**src/rtl/mmio_timer_responder_pkg.sv**
```systemverilog
// Shared definitions for the MMIO timer responder.
// Register offsets, CONTROL bit indices, bus FSM states.
package mmio_timer_responder_pkg;

  localparam logic [1:0] TMR_COUNT   = 2'd0;
  localparam logic [1:0] TMR_COMPARE = 2'd1;
  localparam logic [1:0] TMR_CONTROL = 2'd2;
  localparam logic [1:0] TMR_STATUS  = 2'd3;

  localparam int CTRL_EN     = 0;
  localparam int CTRL_RELOAD = 1;
  localparam int CTRL_IRQ    = 2;

  typedef enum logic {
    ST_IDLE = 1'b0,
    ST_ACK  = 1'b1
  } bus_state_e;

endpackage

```
**src/rtl/mmio_timer_responder_prescaler.sv**
```systemverilog
// Prescale counter: one tick every PRESCALE enabled cycles.
// Holds its value while disabled; clear forces it back to zero.
module timer_prescaler #(
  parameter int PRESCALE = 50
) (
  input  logic clock,
  input  logic reset_n,
  input  logic enable,
  input  logic clear,
  output logic tick
);

  localparam int CW = (PRESCALE > 1) ? $clog2(PRESCALE) : 1;
  localparam logic [CW-1:0] LAST = CW'(PRESCALE - 1);

  logic [CW-1:0] cnt;

  assign tick = enable & (cnt == LAST);

  always_ff @(posedge clock or negedge reset_n) begin
    if (!reset_n) begin
      cnt <= '0;
    end else if (clear) begin
      cnt <= '0;
    end else if (enable) begin
      cnt <= tick ? '0 : cnt + CW'(1);
    end
  end

endmodule

```
**src/rtl/mmio_timer_responder.sv**
```systemverilog
// MMIO timer peripheral: Read/Write/Ack responder with prescaled
// counter, compare match, optional auto-reload and level interrupt.
module mmio_timer_responder
  import mmio_timer_responder_pkg::*;
#(
  parameter int WIDTH    = 32,
  parameter int PRESCALE = 50
) (
  input  logic        clock,
  input  logic        reset_n,
  input  logic [1:0]  Address,
  input  logic        Read,
  input  logic        Write,
  input  logic [31:0] DataIn,
  output logic [31:0] DataOut,
  output logic        Ack,
  output logic        Interrupt
);

  bus_state_e       state;
  logic [WIDTH-1:0] count;
  logic [WIDTH-1:0] compare;
  logic [2:0]       control;
  logic             match;

  logic        tick;
  logic        req;
  logic        access;
  logic        wr;
  logic        wr_count;
  logic        wr_compare;
  logic        wr_control;
  logic        wr_status;
  logic        hit;
  logic [31:0] rdata;

  assign req        = Read | Write;
  assign access     = (state == ST_IDLE) & req;
  assign wr         = access & Write;
  assign wr_count   = wr & (Address == TMR_COUNT);
  assign wr_compare = wr & (Address == TMR_COMPARE);
  assign wr_control = wr & (Address == TMR_CONTROL);
  assign wr_status  = wr & (Address == TMR_STATUS);

  // A software COUNT write on a tick edge suppresses match evaluation.
  assign hit = tick & (count == compare) & ~wr_count;

  assign Interrupt = match & control[CTRL_IRQ];

  timer_prescaler #(
    .PRESCALE (PRESCALE)
  ) u_prescaler (
    .clock   (clock),
    .reset_n (reset_n),
    .enable  (control[CTRL_EN]),
    .clear   (wr_count | wr_control),
    .tick    (tick)
  );

  always_comb begin
    rdata = '0;
    unique case (Address)
      TMR_COUNT:   rdata = 32'(count);
      TMR_COMPARE: rdata = 32'(compare);
      TMR_CONTROL: rdata = {29'd0, control};
      TMR_STATUS:  rdata = {31'd0, match};
    endcase
  end

  always_ff @(posedge clock or negedge reset_n) begin
    if (!reset_n) begin
      state   <= ST_IDLE;
      Ack     <= 1'b0;
      DataOut <= '0;
    end else begin
      unique case (state)
        ST_IDLE: begin
          if (req) begin
            Ack     <= 1'b1;
            DataOut <= Write ? 32'd0 : rdata;
            state   <= ST_ACK;
          end
        end
        ST_ACK: begin
          if (!req) begin
            Ack     <= 1'b0;
            DataOut <= '0;
            state   <= ST_IDLE;
          end
        end
      endcase
    end
  end

  always_ff @(posedge clock or negedge reset_n) begin
    if (!reset_n) begin
      count   <= '0;
      compare <= '1;
      control <= '0;
      match   <= 1'b0;
    end else begin
      if (wr_count) begin
        count <= DataIn[WIDTH-1:0];
      end else if (tick) begin
        count <= (hit & control[CTRL_RELOAD]) ? '0 : count + WIDTH'(1);
      end
      if (wr_compare) begin
        compare <= DataIn[WIDTH-1:0];
      end
      if (wr_control) begin
        control <= DataIn[2:0];
      end
      // Set beats a same-edge W1C clear.
      if (hit) begin
        match <= 1'b1;
      end else if (wr_status & DataIn[0]) begin
        match <= 1'b0;
      end
    end
  end

endmodule

```
**config.mk**
```make
export PLATFORM = sky130hd
export DESIGN_NAME = mmio_timer_responder
export DESIGN_NICKNAME = d
export VERILOG_FILES = /design/src/rtl/mmio_timer_responder_pkg.sv /design/src/rtl/mmio_timer_responder_prescaler.sv /design/src/rtl/mmio_timer_responder.sv
export SDC_FILE = /design/constraint.sdc
export NUM_CORES = 1
export LEC_CHECK = 0
export BUFFER_PORTS_ARGS = -buffer_cell sky130_fd_sc_hd__buf_2
export CAP_MARGIN = 15
export CORE_MARGIN = 5
export CORE_UTILIZATION = 45
export DETAILED_ROUTE_END_ITERATION = 7
export GPL_ROUTABILITY_DRIVEN = 0
export PLACE_DENSITY_LB_ADDON = 0.1
export SKIP_LAST_GASP = 1
export SLEW_MARGIN = 30
export SYNTH_ARGS = -nofsm -noshare
export SYNTH_HDL_FRONTEND = slang
export SYNTH_SLANG_ARGS = --single-unit
```
**constraint.sdc**
```tcl
create_clock -name clock -period 3.5 [get_ports clock]
set_input_delay 0.7 -clock clock [delete_from_list [all_inputs] [get_ports clock]]
set_output_delay 0.7 -clock clock [all_outputs]
set_load 0.005 [all_outputs]
```
# Word level (Yosys, flattened, before mapping)
# Index checks and enable logic that the tools add are counted.
# word_totals
reg_bits	108
latchBits	0
ramBits	0
mem_bits_ro	0
input_bits	38
output_inout_bits	34
elab_cells	55
mem_count	0
# classes
n_addsub	2
multipliers	0
div_mod_pow	0
magnitude_cmp	0
n_eq_ne	7
shifts	0
mux	17
bitwise	16
reduce_logical	5
# ops
operator	n
32-bit 2-to-1 mux	6
32-bit case mux with 4 select lines	1
32-bit case mux with 2 select lines	1
32-bit by 1-bit adder with 32-bit output (second input constant)	1
32-bit == test	1
6-bit 2-to-1 mux	3
1-bit AND	12
6-bit by 1-bit adder with 6-bit output (second input constant)	1
6-bit == test (second input constant)	1
2-bit nonzero test	3
1-bit 2-to-1 mux	5
2-bit == test (second input constant)	2
2-bit inequality test (second input constant)	2
2-bit by 1-bit == test with 1-bit output (second input constant)	1
2-bit logical NOT	1
1-bit inverter	2
1-bit OR	2
1-bit case mux with 2 select lines	1
2-bit AND reduction	1

# Logic depth before layout (Yosys ltp)
# Gate-level depths: netlist of run 1.
# logic_depth
depth_word	10
ltp_mapped	9
ltp_nobuf	7

# Cells and area by module
# Synthesis of run 1 repeated with hierarchy kept, for this count alone.
# unflattened
cells_unflattened	592
area_unflattened_um2	5789.3
# by_module_without_submodules
mod	n_inst	cells_per_inst	area_per_inst_um2	seq_area_each_um2
mmio_timer_responder	1	550	5415.2	2592.5
timer_prescaler	1	42	374.1	150.1

# Worst setup path after synthesis of run 1
# No wires, ideal clock.
# synth_timing
kind	in2reg
from	input Address[1]
to	register count[13]
t_arrival_ns	2.174
required_time_ns	3.431
path_slack_ns	1.257
cell_stages	7
n_path_buf	1
cell_sequence	buf_2 > or4b_4 > nand4_1 > nor4_1 > nand4_2 > or4b_1 > nand3_1
# synth_via
elab_chain_cells	8
# synth_lines
item	line_no	rtl
from (decl)	mmio_timer_responder.sv:11	input logic [1:0] Address,
2-bit logical NOT (*)	mmio_timer_responder.sv:40	assign wr_count = wr & (Address == TMR_COUNT);
1-bit AND (*)	mmio_timer_responder.sv:40	
1-bit inverter	mmio_timer_responder.sv:46	assign hit = tick & (count == compare) & ~wr_count;
1-bit AND	mmio_timer_responder.sv:46	
1-bit AND	mmio_timer_responder.sv:105	count <= (hit & control[CTRL_RELOAD]) ? '0 : count + WIDTH'(1);
32-bit 2-to-1 mux	mmio_timer_responder.sv:105	
32-bit 2-to-1 mux	mmio_timer_responder.sv:104	end else if (tick) begin
32-bit 2-to-1 mux	mmio_timer_responder.sv:102	if (wr_count) begin
to (signal assigned)	mmio_timer_responder.sv:103	count <= DataIn[WIDTH-1:0];
to (signal assigned)	mmio_timer_responder.sv:105	
to (decl)	mmio_timer_responder.sv:21	logic [WIDTH-1:0] count;
# Mark *: on every way between the ends. The rest lies on a longest branch, timed or not. The select of a mux whose other input is x is not followed.
# A chain may end at the register's enable or synchronous reset.

# Worst setup path in the final report of run 1
# layout_timing
from	register count[4]
to	register count[18]
# layout_via
elab_chain_cells	7
# layout_lines
item	line_no
branches (longest 4 deep; another with 32-bit by 1-bit adder with 32-bit output)	--
32-bit 2-to-1 mux (*)	mmio_timer_responder.sv:105
32-bit 2-to-1 mux (*)	mmio_timer_responder.sv:104
32-bit 2-to-1 mux (*)	mmio_timer_responder.sv:102
# Mark *: on every way between the ends. The select of a mux whose other input is x is not followed.

==> impl_metrics.ini, run 1 <==
[layout]
fillCellCount = 1258
seq_area_um2 = 2740
final_cell_count_no_fill = 828
syn_to_final_growth_pct = 11.9
nNetsFinal = 688
multi_input_area_um2 = 2980
diodes = 0
stdcell_area_um2 = 6670
layout-drive-gt1-share_pct = 27.5

[logic_synthesis]
yosys_register_bits = 108
synth_area_per_cell_um2 = 9.80
synthCells = 608
yosysWarningCount = 0
synth_edf_count = 0
ys_types = 45
async_flop_share_pct = 100
synth.net_count = 649
synthesis.area_um2 = 5960
yosysSeqAreaShare_pct = 46.0
synthFlopType = dfrtp_1

[floorplanning]
dieArea_um2 = 15600
placeableCoreArea_um2 = 13100
start_util_pct = 45.4
ioPinCount = 72
die_h_um = 125
num_rows = 42
dieWidth_um = 125

[sta]
max_slew_margin_pct = 45.4
max_freq_mhz = 390
setup_tns_ns = 0
hold_viol_final = 0
worst_slew_pin_slew_ns = 0.819
final_max_slew_viol_count = 0
fin_crit_sh_pct = 73.3
finalCriticalPeriod_ns = 2.56
rsz0062_at_grt = false
skew_ns = 0.00604
finalSetupViolations = 0
setup_ws_ns = 0.935

[setup_path]
critPathArrivalTime_ns = 2.80
reg2reg_setup_slack_ns = 0.94
cp-start-kind = register
cp_max_fo = 18
path_class = register to register
crit_chain = xnor2_1 > nand4_1 > nor4_1 > nand4_2 > buf_4 > a22oi_1 > o21ai_0
cp_slowest_cell = dfrtp_1
required_ns = 3.73
r2r-end = count[18]$_DFFE_PN0P_
cp_slowest_stage_delay_ns = 0.48
rr_startpoint = count[4]$_DFFE_PN0P_
r2r_cells = 7
end_kind = register

[clock_tree]
clockBufferDepth = 2
tritoncts = done
clock-sinks = 108
root_buffer = clkbuf_16
htreeDepth = 3
clkSlewWorstSetupHoldPaths_ns = 0.07
cts_resized = 0
worstSkewPairLatency_ns = 0.36
postCtsHoldBufs = 0
post-cts-setup-buffers = 0
cts_buffers = 9

[route]
viasPerCell = 5.59
drc_errors = 0
drt_wl_total_um = 14900
drtPass1Iterations = 5
drt_iter0_drc = 443
wire_per_inst_um = 18.0
num_vias = 4626
ant_nets = 0

[job]
max_cap_viol_count = 0

[pwr]
leakage_uw = 0.00297
pwr_density_cell_nw_per_um2 = 500
ir_worst_vdd_mv = 0.316

[global_routing]
grt_pass1_wl_um = 24500
grt_max_degree = 63
grtUsageTotal_pct = 19.5
first_global_vias = 4615
antenna_found_initial = 0
grt-ovfl-total = 0

[placement]
dp_slack_ns = 0.656
io_buffers = 71
place_hpwl_um = 10500
placed_cells = 812
place_area_um2 = 6400

[hold_path]
hp-class = input pin to asynchronous set/reset pin

[outcome]
status = complete, no violations
[how the worst max path moves through the flow]
stage | startpoint | endpoint | cells past startpoint
after floorplan | Address[1] | count[13]$_DFFE_PN0P_ | 7
after global placement | Address[0] | count[28]$_DFFE_PN0P_ | 8
after detailed placement | Address[0] | count[28]$_DFFE_PN0P_ | 8
after CTS | count[4]$_DFFE_PN0P_ | count[18]$_DFFE_PN0P_ | 7
after global routing | count[3]$_DFFE_PN0P_ | count[10]$_DFFE_PN0P_ | 7
final | count[4]$_DFFE_PN0P_ | count[18]$_DFFE_PN0P_ | 7
[critical path, delay by kind of cell (launching register included)]
family                 cells  cell delay [ns]
flip-flops                 1             0.48
AO/OA/AOI/OAI              2             0.27
AND/OR/NAND/NOR            3             0.97
XOR/XNOR                   1             0.42
buffers and inverters      1             0.30
[cell usage after synthesis (2+ instances only)]
library cell	count	area share (%)
dfstp_2	32	14
xnor2_1	33	4.8
a22oi_1	28	3.5
buf_6	2	0.38
mux2_2	36	6.8
inv_1	4	0.25
nor4_4	2	0.71
a21oi_1	9	0.76
nor2_1	22	1.4
o21ai_0	48	4.0
nand3_1	35	2.9
nor4_1	4	0.42
nand4_2	3	0.63
and3_1	18	1.9
or2_2	4	0.42
or4b_1	2	0.34
dfrtp_1	76	32
a311oi_1	2	0.29
mux2i_1	33	5.5
nor3_1	27	2.3
nor2b_1	2	0.21
clkbuf_2	2	0.17
buf_1	2	0.13
and2_1	3	0.31
clkbuf_1	30	1.9
ha_1	3	0.63
nand4_1	34	3.6
nor3b_1	4	0.50
a41oi_1	2	0.29
buf_2	17	1.4
a22o_1	3	0.44
nand2_1	73	4.6
[flip-flops by register name, summed over array words and instances, names as in the netlist]
name             cells
Ack                  1
DataOut             32
compare             32
control              3
count               32
match                1
state                1
u_prescaler.cnt      6
[layer usage]
metal / vias to the layer above / global-route usage [%] / routed length, um
li1: 2281 / - / -
met1: 2232 / 27.1 / 7140
met2: 100 / 31.2 / 6930
met3: 13 / 4.18 / 656
met4: 0 / 5.29 / 192
met5: - / 0 / 0
[cells by family after synthesis]
group,Yosys count,share of synthesized area [%]
DFF,108,46.0
adders and majority gates,4,0.798
and+or+nand+nor,240,21.5
xor gates and xnor gates,34,5.00
AOI/OAI and AO/OA,95,9.76
muxes,70,12.7
buffers and inverters,57,4.24
[power breakdown]
group	total, uW	leakage (uW)	switching, uW	internal (uW)
combinational	725	0.00162	370	355
sequential	1660	0.00122	183	1470
clock	953	0.000127	450	503
[layout make-up]
cell class | count | area share [%]
clock buffers | 14 | 3.81
clock inverters | 2 | 0.188
inverters | 4 | 0.225
multi-input cells | 443 | 44.7
flip-flops and latches | 108 | 41.1
well taps | 176 | 3.30
repair buffers | 81 | 6.68
[layout by cell type (no fill, tap or decap), types with 2 or more instances in the layout]
| master | instances |
|---|---|
| a21oi_1 | 9 |
| a22o_1 | 3 |
| a22oi_1 | 28 |
| a311oi_1 | 2 |
| a41oi_1 | 2 |
| and2_1 | 3 |
| and3_1 | 18 |
| buf_2 | 70 |
| buf_4 | 10 |
| clkbuf_1 | 4 |
| clkbuf_16 | 9 |
| dfrtp_1 | 76 |
| dfstp_2 | 32 |
| ha_1 | 3 |
| inv_1 | 4 |
| mux2_2 | 36 |
| mux2i_1 | 33 |
| nand2_1 | 73 |
| nand3_1 | 35 |
| nand4_1 | 34 |
| nand4_2 | 3 |
| nor2_1 | 21 |
| nor2_2 | 2 |
| nor3_1 | 27 |
| nor3b_1 | 4 |
| nor4_1 | 4 |
| nor4_4 | 2 |
| o21ai_0 | 48 |
| or2_2 | 4 |
| or4b_1 | 2 |
| xnor2_1 | 32 |
[metrics by stage]
| step | hold WS (ns) | total power, uW | utilization [%] |
|---|---|---|---|
| 2_1_floorplan | 0.404 | 2170 | - |
| 3_3_place_gp | 0.456 | 2390 | 48.7 |
| 3_5_place_dp | 0.466 | 2410 | 48.7 |
| 4_1_cts | 0.461 | 3370 | 50.8 |
| 5_1_grt | 0.491 | 3530 | 50.8 |
| 6_report | 0.430 | 3330 | 50.8 |
No activity file was read; power rests on OpenSTA's default activity.
==> inputs of run 2 (changes only) <==
- clock period: 3.5 -> 2.6 ns (I/O delays scaled with it)
==> run 2 against run 1 <==
Total power is 38% higher; setup slack worse by 0.61 ns; critical endpoint is now count[13]$_DFFE_PN0P_; global-route usage is 0.82 points higher; clock skew is 0.0041 ns higher; die area stayed put; utilization is 0.90 points higher; critical path depth stayed put.
==> impl_metrics.ini, run 2 (synthesis results as in run 1) <==
[outcome]
status = complete, no violations

[floorplanning]
start_util_pct = 45.4
dieArea_um2 = 15600
ioPinCount = 72
placeableCoreArea_um2 = 13100
die_h_um = 125
num_rows = 42
dieWidth_um = 125

[clock_tree]
clkSlewWorstSetupHoldPaths_ns = 0.07
post-cts-setup-buffers = 0
clockBufferDepth = 2
tritoncts = done
root_buffer = clkbuf_16
htreeDepth = 3
worstSkewPairLatency_ns = 0.36
postCtsHoldBufs = 0
cts_resized = 0
cts_buffers = 9
clock-sinks = 108

[route]
drt_wl_total_um = 15200
drtPass1Iterations = 5
wire_per_inst_um = 18.1
drt_iter0_drc = 354
viasPerCell = 5.69
drc_errors = 0
num_vias = 4783
ant_nets = 0

[pwr]
pwr_density_cell_nw_per_um2 = 680
ir_worst_vdd_mv = 0.391
power_uw = 4610
leakage_uw = 0.00305

[layout]
top_regs = DataOut x32, compare x32, count x32
layout_commonest_cell = dfrtp_1
layout-drive-gt1-share_pct = 28.9
diodes = 0
final_cell_count_no_fill = 840
post-route-util_pct = 51.7
syn_to_final_growth_pct = 13.9
nNetsFinal = 700
final_cell_mix = dfrtp_1, nand2_1, buf_2

[setup_path]
end_kind = register
path_class = register to register
cp-start-kind = register
cp_max_fo = 23
required_ns = 2.89
critPathArrivalTime_ns = 2.57

[sta]
finalSetupViolations = 0
hold_viol_final = 0
max_freq_mhz = 440
max_slew_margin_pct = 53.3
finalCriticalPeriod_ns = 2.28
worst_slew_pin_slew_ns = 0.699
rsz0062_at_grt = false
final_max_slew_viol_count = 0
setup_tns_ns = 0
fin_crit_sh_pct = 87.5
skew_ns = 0.0101

[placement]
placed_cells = 824
io_buffers = 71
place_hpwl_um = 10900

[global_routing]
grtUsageTotal_pct = 20.3
grt_max_degree = 54
first_global_vias = 4865
grt-ovfl-total = 0
grt_pass1_wl_um = 25700
antenna_found_initial = 0

[job]
max_cap_viol_count = 0

[hold_path]
hp-class = input pin to asynchronous set/reset pin
==> run 2: cell types whose count changed in the layout (fill, tap and decap cells not counted), sizes merged <==
cell	delta
clkinvlp	-1
buf	+12
bufinv	+1
clkinv	+1
clkbuf	-1
==> run 2: per-layer routing <==
| layer | routed length (um) | track usage (%) | share of wire, % | up-vias |
|---|---|---|---|---|
| li1 | - | - | - | 2296 |
| met1 | 7150 | 28.2 | 47 | 2367 |
| met2 | 7060 | 31.8 | 46 | 94 |
| met3 | 563 | 3.41 | 3.7 | 26 |
| met4 | 447 | 8.42 | 2.9 | 0 |
| met5 | 0 | 0 | 0 | - |
==> run 2: area by class of cell <==
| type | instances | area [um^2] |
|---|---|---|
| inverters | 4 | 15.0 |
| well taps | 176 | 220 |
| clock buffers | 13 | 250 |
| multi-input cells | 443 | 2980 |
| clock inverters | 3 | 40.0 |
| repair buffers | 93 | 536 |
| fillers | 1267 | 6350 |
| flip-flops and latches | 108 | 2740 |
==> run 2: final timing paths <==
check                                        from                      end  slack [ns]  depth (start not counted)
max                               state$_DFF_PN0_    count[13]$_DFFE_PN0P_        0.32                          7
min                                       reset_n     count[8]$_DFFE_PN0P_        0.12                          1
max reg2reg                       state$_DFF_PN0_    count[13]$_DFFE_PN0P_        0.32                          7
min reg2reg                DataOut[5]$_DFFE_PN0P_   DataOut[5]$_DFFE_PN0P_        0.47                          2
max in group asynchronous                 reset_n  compare[18]$_DFFE_PN1P_        1.73                          2
min in group clock                     DataIn[11]    count[11]$_DFFE_PN0P_        0.41                          3
==> run 2: through the flow <==
step,cell area (um^2),setup slack (ns),hold WS (ns)
3_5_place_dp,6500,0.211,0.466
3_3_place_gp,6490,0.266,0.456
2_1_floorplan,5960,0.537,0.224
6_report,6790,0.325,0.124
5_1_grt,6790,0.177,0.161
4_1_cts,6790,0.344,0.132
==> run 2: critical path, cell delays in order (launching register included) <==
cell and delay [ns]:
dfrtp_1 0.47, or4b_4 0.58, nand4_1 0.15, nor4_1 0.08, nand4_2 0.11, buf_4 0.25
or4b_1 0.46, nand3_1 0.11
==> run 2: where the power goes <==
part | internal (uW) | switching, uW | total [uW]
clock network | 772 | 606 | 1380
logic | 494 | 509 | 1000
registers | 1980 | 250 | 2230
total | 3250 | 1360 | 4610
